$ cat config.mk
export PLATFORM = sky130hd
export DESIGN_NAME = fetch_phase_unit
export DESIGN_NICKNAME = d
export VERILOG_FILES = /design/src/rtl/fetch_phase_unit.sv
export SDC_FILE = /design/constraint.sdc
export NUM_CORES = 1
export LEC_CHECK = 0
export BUFFER_PORTS_ARGS = -buffer_cell sky130_fd_sc_hd__buf_2
export CAP_MARGIN = 10
export CORE_AREA = 2 2 62 64
export DETAILED_ROUTE_END_ITERATION = 8
export DIE_AREA = 0 0 64 66
export PLACE_DENSITY = 0.87
export RECOVER_POWER = 25
export SLEW_MARGIN = 40
export SYNTH_ARGS = -nofsm -noshare
export SYNTH_HDL_FRONTEND = slang
export SYNTH_SLANG_ARGS = --single-unit
$ cat constraint.sdc
create_clock -name CLK -period 2.7 [get_ports CLK]
set_input_delay 0.27 -clock CLK [delete_from_list [all_inputs] [get_ports CLK]]
set_output_delay 0.27 -clock CLK [all_outputs]
set_load 0.05 [all_outputs]
$ cat src/rtl/fetch_phase_unit.sv
// Instruction fetch stage sequenced by four externally generated phase levels.
// FT loads IR from ROM, WB advances PC (halt > jump > increment); DC/EX only step the phase FSM.
module fetch_phase_unit #(
    parameter int PC_W = 8,
    parameter int IR_W = 15
) (
    input  logic            CLK,
    input  logic            RESET,
    input  logic            CLK_FT,
    input  logic            CLK_DC,
    input  logic            CLK_EX,
    input  logic            CLK_WB,
    input  logic            JMP_EN,
    input  logic [PC_W-1:0] JMP_ADDR,
    input  logic            HALT,
    input  logic [IR_W-1:0] ROM_DATA,
    output logic [PC_W-1:0] ROM_ADDR,
    output logic [PC_W-1:0] PC,
    output logic [IR_W-1:0] IR,
    output logic            IR_VALID,
    output logic            HALTED,
    output logic            PHASE_ERR,
    output logic [1:0]      DBG_STATE
);

    typedef enum logic [1:0] {S_FT = 2'd0, S_DC = 2'd1, S_EX = 2'd2, S_WB = 2'd3} state_t;

    state_t          state_q, state_d;
    logic [3:0]      prev_q;
    logic [PC_W-1:0] pc_q, pc_d;
    logic [IR_W-1:0] ir_q, ir_d;
    logic            ir_valid_q, ir_valid_d;
    logic            halted_q, halted_d;
    logic            err_q, err_d;

    logic [3:0]      phase;
    logic [3:0]      rise;
    logic [3:0]      expect_mask;
    logic            valid_rise;

    // Bit order {WB, EX, DC, FT} so the expected bit index equals the state encoding.
    assign phase       = {CLK_WB, CLK_EX, CLK_DC, CLK_FT};
    assign rise        = phase & ~prev_q;
    assign expect_mask = 4'b0001 << state_q;
    assign valid_rise  = (rise == expect_mask);

    always_comb begin
        state_d    = state_q;
        pc_d       = pc_q;
        ir_d       = ir_q;
        ir_valid_d = ir_valid_q;
        halted_d   = halted_q;
        err_d      = err_q;
        if (valid_rise) begin
            case (state_q)
                S_FT: begin
                    state_d = S_DC;
                    if (!halted_q) begin
                        ir_d       = ROM_DATA;
                        ir_valid_d = 1'b1;
                    end
                end
                S_DC: state_d = S_EX;
                S_EX: state_d = S_WB;
                S_WB: begin
                    state_d = S_FT;
                    if (!halted_q) begin
                        if (HALT) begin
                            halted_d   = 1'b1;
                            ir_valid_d = 1'b0;
                        end else if (JMP_EN) begin
                            pc_d = JMP_ADDR;
                        end else begin
                            pc_d = pc_q + PC_W'(1);
                        end
                    end
                end
                default: state_d = S_FT;
            endcase
        end else if (rise != 4'b0000) begin
            // Out-of-order or simultaneous rises: flag only, no state change.
            err_d = 1'b1;
        end
    end

    always_ff @(posedge CLK or posedge RESET) begin
        if (RESET) begin
            state_q    <= S_FT;
            prev_q     <= 4'b0000;
            pc_q       <= '0;
            ir_q       <= '0;
            ir_valid_q <= 1'b0;
            halted_q   <= 1'b0;
            err_q      <= 1'b0;
        end else begin
            state_q    <= state_d;
            prev_q     <= phase;
            pc_q       <= pc_d;
            ir_q       <= ir_d;
            ir_valid_q <= ir_valid_d;
            halted_q   <= halted_d;
            err_q      <= err_d;
        end
    end

    assign ROM_ADDR  = pc_q;
    assign PC        = pc_q;
    assign IR        = ir_q;
    assign IR_VALID  = ir_valid_q;
    assign HALTED    = halted_q;
    assign PHASE_ERR = err_q;
    assign DBG_STATE = state_q;

endmodule

; ---- Word level (Yosys, flattened, before mapping)
; Index checks and enable logic that the tools add are counted.
[word_totals]
reg_bits = 32
latch_bits = 0
ram_bits = 0
mem_bits_ro = 0
inputBits = 31
output_inout_bits = 36
word_cells = 37
mem_count = 0
[op_classes]
addsub = 1
multipliers = 0
n_div = 0
n_lt_le_gt_ge = 0
n_eq_ne = 7
shift = 1
n_mux = 8
bitwise_logic = 5
n_reduce_logical = 8
[ops]
columns = op, count
row1 = "8-bit by 1-bit adder with 8-bit output, second input constant", 1
row2 = 8-bit 2-to-1 mux, 1
row3 = 2-bit case mux with 4 select lines, 1
row4 = "2-bit inequality test, second input constant", 3
row5 = 1-bit 2-to-1 mux, 5
row6 = 5-bit AND reduction, 1
row7 = 4-bit bitwise AND, 1
row8 = "2-bit equality test, second input constant", 2
row9 = 4-bit equality test, 1
row10 = 4-bit inverter, 1
row11 = 2-bit AND reduction, 2
row12 = 4-bit AND reduction, 1
row13 = 4-bit nonzero test, 1
row14 = "1-bit by 2-bit << shifter with 4-bit output, first input constant", 1
row15 = 1-bit inverter, 3
row16 = 3-bit AND reduction, 1
row17 = "2-bit by 1-bit equality test with 1-bit output, second input constant", 1
row18 = 2-bit logical NOT, 1
row19 = 1-bit case mux with 2 select lines, 1
row20 = 2-bit nonzero test, 1

; ---- Longest topological paths before layout
[logic_depth]
word_depth = 5
ltp_mapped = 7

; ---- Least setup slack after synthesis
; No wires, ideal clock.
[synth_timing]
path_kind = flip-flop to flip-flop
startpoint = reg state_q[0], in the netlist DBG_STATE[0]
endpoint = reg ir_q[0], in the netlist IR[0]
arrival_ns = 2.341
required_time_ns = 2.575
slack_ns = 0.234
stages_incl_launch_ff = 8
path_buffers = 1
synth_period_minus_slack_ns = 2.466
path_cell_list = dfrtp_1 inv_1 ha_1 xnor2_1 nand4_2 nor3b_4 buf_8 mux2_4
[synth_between]
elab_chain_len = 3
word_cells_on_any_way = 4
classes_between = eq/ne (1) / shift (1) / reduce/logical (2)
[synth_lines]
columns = item, line_no
row1 = "start, declared", 28  ; state_t state_q, state_d;
row2 = "start signal, assigned", 96  ; state_q <= state_d;
row3 = 1-bit by 2-bit << shifter with 4-bit output, 44  ; assign expect_mask = 4'b0001 << state_q;
row4 = 4-bit equality test, 45  ; assign valid_rise = (rise == expect_mask);
row5 = 3-bit AND reduction (no line) (*), -
row6 = "end signal, assigned", 99  ; ir_q <= ir_d;
row7 = "end, declared", 31  ; logic [IR_W-1:0] ir_q, ir_d;
; Every way passes the cells marked *; elsewhere a longest branch is shown, timed or not.
; A chain may end at the register's enable or synchronous reset.

; ---- Worst setup path after layout
[layout_timing]
startpoint = reg state_q[0], in the netlist DBG_STATE[0]
endpoint = reg ir_q[11], in the netlist IR[11]
; The elaborated chain is that of the path after synthesis.

==> impl_metrics.env <==
export IMPL_async_reset_ff_frac=1.000
export IMPL_routed_wl_um=3291
export IMPL_cts_max_path_buffers=2
export IMPL_gr_usage_all_layers=0.1720
export IMPL_max_freq_mhz=483.1
export IMPL_failed_checks="capacitance limit, slew limit"
export IMPL_drive_above_1_share=0.4650
export IMPL_ys_ff_latch=32
export IMPL_end_kind="register"
export IMPL_period_needed_ps=2070
export IMPL_cts_resized=0
export IMPL_final_cells=248
export IMPL_clockRootBuffer="clkbuf_4"
export IMPL_boundaryPins=67
export IMPL_dp_final_hpwl_um=2402
export IMPL_finalSetupViolCount=0
export IMPL_grt_pass1_vias=1212
export IMPL_cap_violations=1
export IMPL_final_area_um2=2001
export IMPL_synth_edf_count=0
export IMPL_ys_flop_type="dfrtp_1"
export IMPL_p_leak_nw=0.9973
export IMPL_viasPerCell=5.032
export IMPL_synth_area_um2=1629
export IMPL_crit_type="reg2reg"
export IMPL_cts_tree="done"
export IMPL_rrSetupSlack_ps=630
export IMPL_dp_cells=240
export IMPL_start_util=0.4588
export IMPL_whs_ps=57.53
export IMPL_hold_violations=0
export IMPL_antenna_left=0
export IMPL_tightest_slew_ps=1673
export IMPL_start_kind="register"
export IMPL_antennaDiodeCount=0
export IMPL_postLayoutCoreUtil=0.5634
export IMPL_drt_iter0_markers=65
export IMPL_status="finished, violations left"
export IMPL_fin_tns_setup_ps=0
export IMPL_worstPathArrival_ps=2290
export IMPL_post_synth_cell_area_avg_um2=11.89
export IMPL_fin_skew_ps=3.193
export IMPL_grt_max_degree=33
export IMPL_rsz0062_at_grt="false"
export IMPL_drc=0
export IMPL_slew_headroom=-0.1151
export IMPL_cts_buffers=5
export IMPL_fp_dieW_um=64
export IMPL_ctsHtreeMaxLevel=2
export IMPL_ir_drop_mv=0.6571
export IMPL_firstDrtPassIters=4
export IMPL_antenna_found_initial=0
export IMPL_die_area_um2=4224
export IMPL_nets=236
export IMPL_holdCritPathClass="in2reg"
export IMPL_routedWlPerCell_um=13.27
export IMPL_synth_cell_type_count=34
export IMPL_cts_sinks=32
export IMPL_place_area_um2=1948
export IMPL_rows=22
export IMPL_hold_buffers=0
export IMPL_die_h_um=66
export IMPL_finalMaxSlewViolations=33
export IMPL_core_area_um2=3551
export IMPL_clock_latency_ps=320
export IMPL_cp_max_fo=16
export IMPL_clk_pin_slew_ps=90
export IMPL_syn_inst=137
export IMPL_fin_crit_sh=0.7666
export IMPL_grt_pass1_wl_um=5471
export IMPL_ys_seq_area_frac=0.4916
export IMPL_via_count=1248
export IMPL_synth_nets=174
export IMPL_syn2layout_area_growth_pct=22.81
export IMPL_gp_congestion=0.7411
export IMPL_powerDensity_nw_per_um2=1279
export IMPL_post_cts_buffers=0
export IMPL_synth_warnings=0
export IMPL_numPortBuffers=66
export IMPL_grt_ovfl_total=0
export IMPL_required_ps=2920
## cell type report
class	count	area (um2)
tap	48	60.06
fill	302	1550
sequential	32	800.8
inverter	4	15.01
timing repair buffer	69	346.6
clock buffer	8	58.81
multi-input combinational	87	719.4
## registers in the layout, indices dropped and copies added (netlist names)
name       count
DBG_STATE      2
HALTED         1
IR            15
IR_VALID       1
PC             8
PHASE_ERR      1
prev_q         4
## report_power, final
| group | switching [mW] | internal [mW] |
|---|---|---|
| Clock | 0.149 | 0.128 |
| Sequential | 0.156 | 0.652 |
| Combinational | 1.06 | 0.420 |
| Total | 1.36 | 1.20 |
## worst max-delay path, cell delays in order (launching register included)
cell and delay [ps]:
dfrtp_1 400, inv_1 100, ha_1 240, xnor2_1 190, nand4_2 160, nor3b_4 210
buf_4 290, mux2_2 370
## layer usage
| metal | routed length [um] | vias to the layer above | track usage |
|---|---|---|---|
| met5 | 0 | - | 0 |
| met4 | 28 | 0 | 0.08152 |
| met3 | 224 | 4 | 0.04089 |
| met2 | 1624 | 50 | 0.2930 |
| met1 | 1415 | 592 | 0.2048 |
| li1 | - | 602 | - |
## cells in the final DEF (no fill, tap or decap), types with 3 or more instances in the layout
master,instances
a21oi_1,8
buf_2,64
clkbuf_1,5
clkbuf_4,5
dfrtp_1,32
ha_1,6
inv_1,4
mux2_2,7
mux2_4,9
nand2_1,3
nor2_1,8
nor3_1,5
o21ai_0,9
o31ai_1,4
xnor2_1,3
## synthesized netlist by cell type, types with 3 or more instances
cell type | number | area share
o31ai_1 | 4 | 0.018
mux2_4 | 9 | 0.083
a21oi_1 | 8 | 0.025
buf_4 | 8 | 0.037
ha_1 | 6 | 0.046
inv_1 | 4 | 0.0092
clkbuf_1 | 5 | 0.012
nand2_1 | 3 | 0.0069
xnor2_1 | 3 | 0.016
nor2_1 | 8 | 0.018
dfrtp_1 | 32 | 0.49
o21ai_0 | 9 | 0.028
nor3_1 | 5 | 0.015
mux2_2 | 7 | 0.048
## kinds of logic after synthesis
family,Yosys count,share of synthesized area
compound gates,28,0.1037
xor+xnor,4,0.02612
fa+ha+maj,6,0.04608
buf+inv,18,0.06682
flops,32,0.4916
mux,18,0.1436
simple gates,31,0.1221
## through the flow
stage | total power, mW | setup slack, ps
4_1_cts | 2.586 | 630.8
3_5_place_dp | 2.295 | 639.8
2_1_floorplan | 2.011 | 234.3
3_3_place_gp | 2.259 | 724.0
6_report | 2.559 | 630.2
5_1_grt | 2.699 | 483.6
## worst paths after layout
kind / start / end / cells after the start
setup / recovery: DBG_STATE[0] / IR[11] / 7
hold / removal: CLK_WB / prev_q[3] / 1
setup reg to reg: DBG_STATE[0] / IR[11] / 7
hold reg to reg: PHASE_ERR / PHASE_ERR / 1
max in group asynchronous: RESET / IR[9] / 3
min in group asynchronous: RESET / IR[7] / 3
Power figures use the tool's default switching activity.
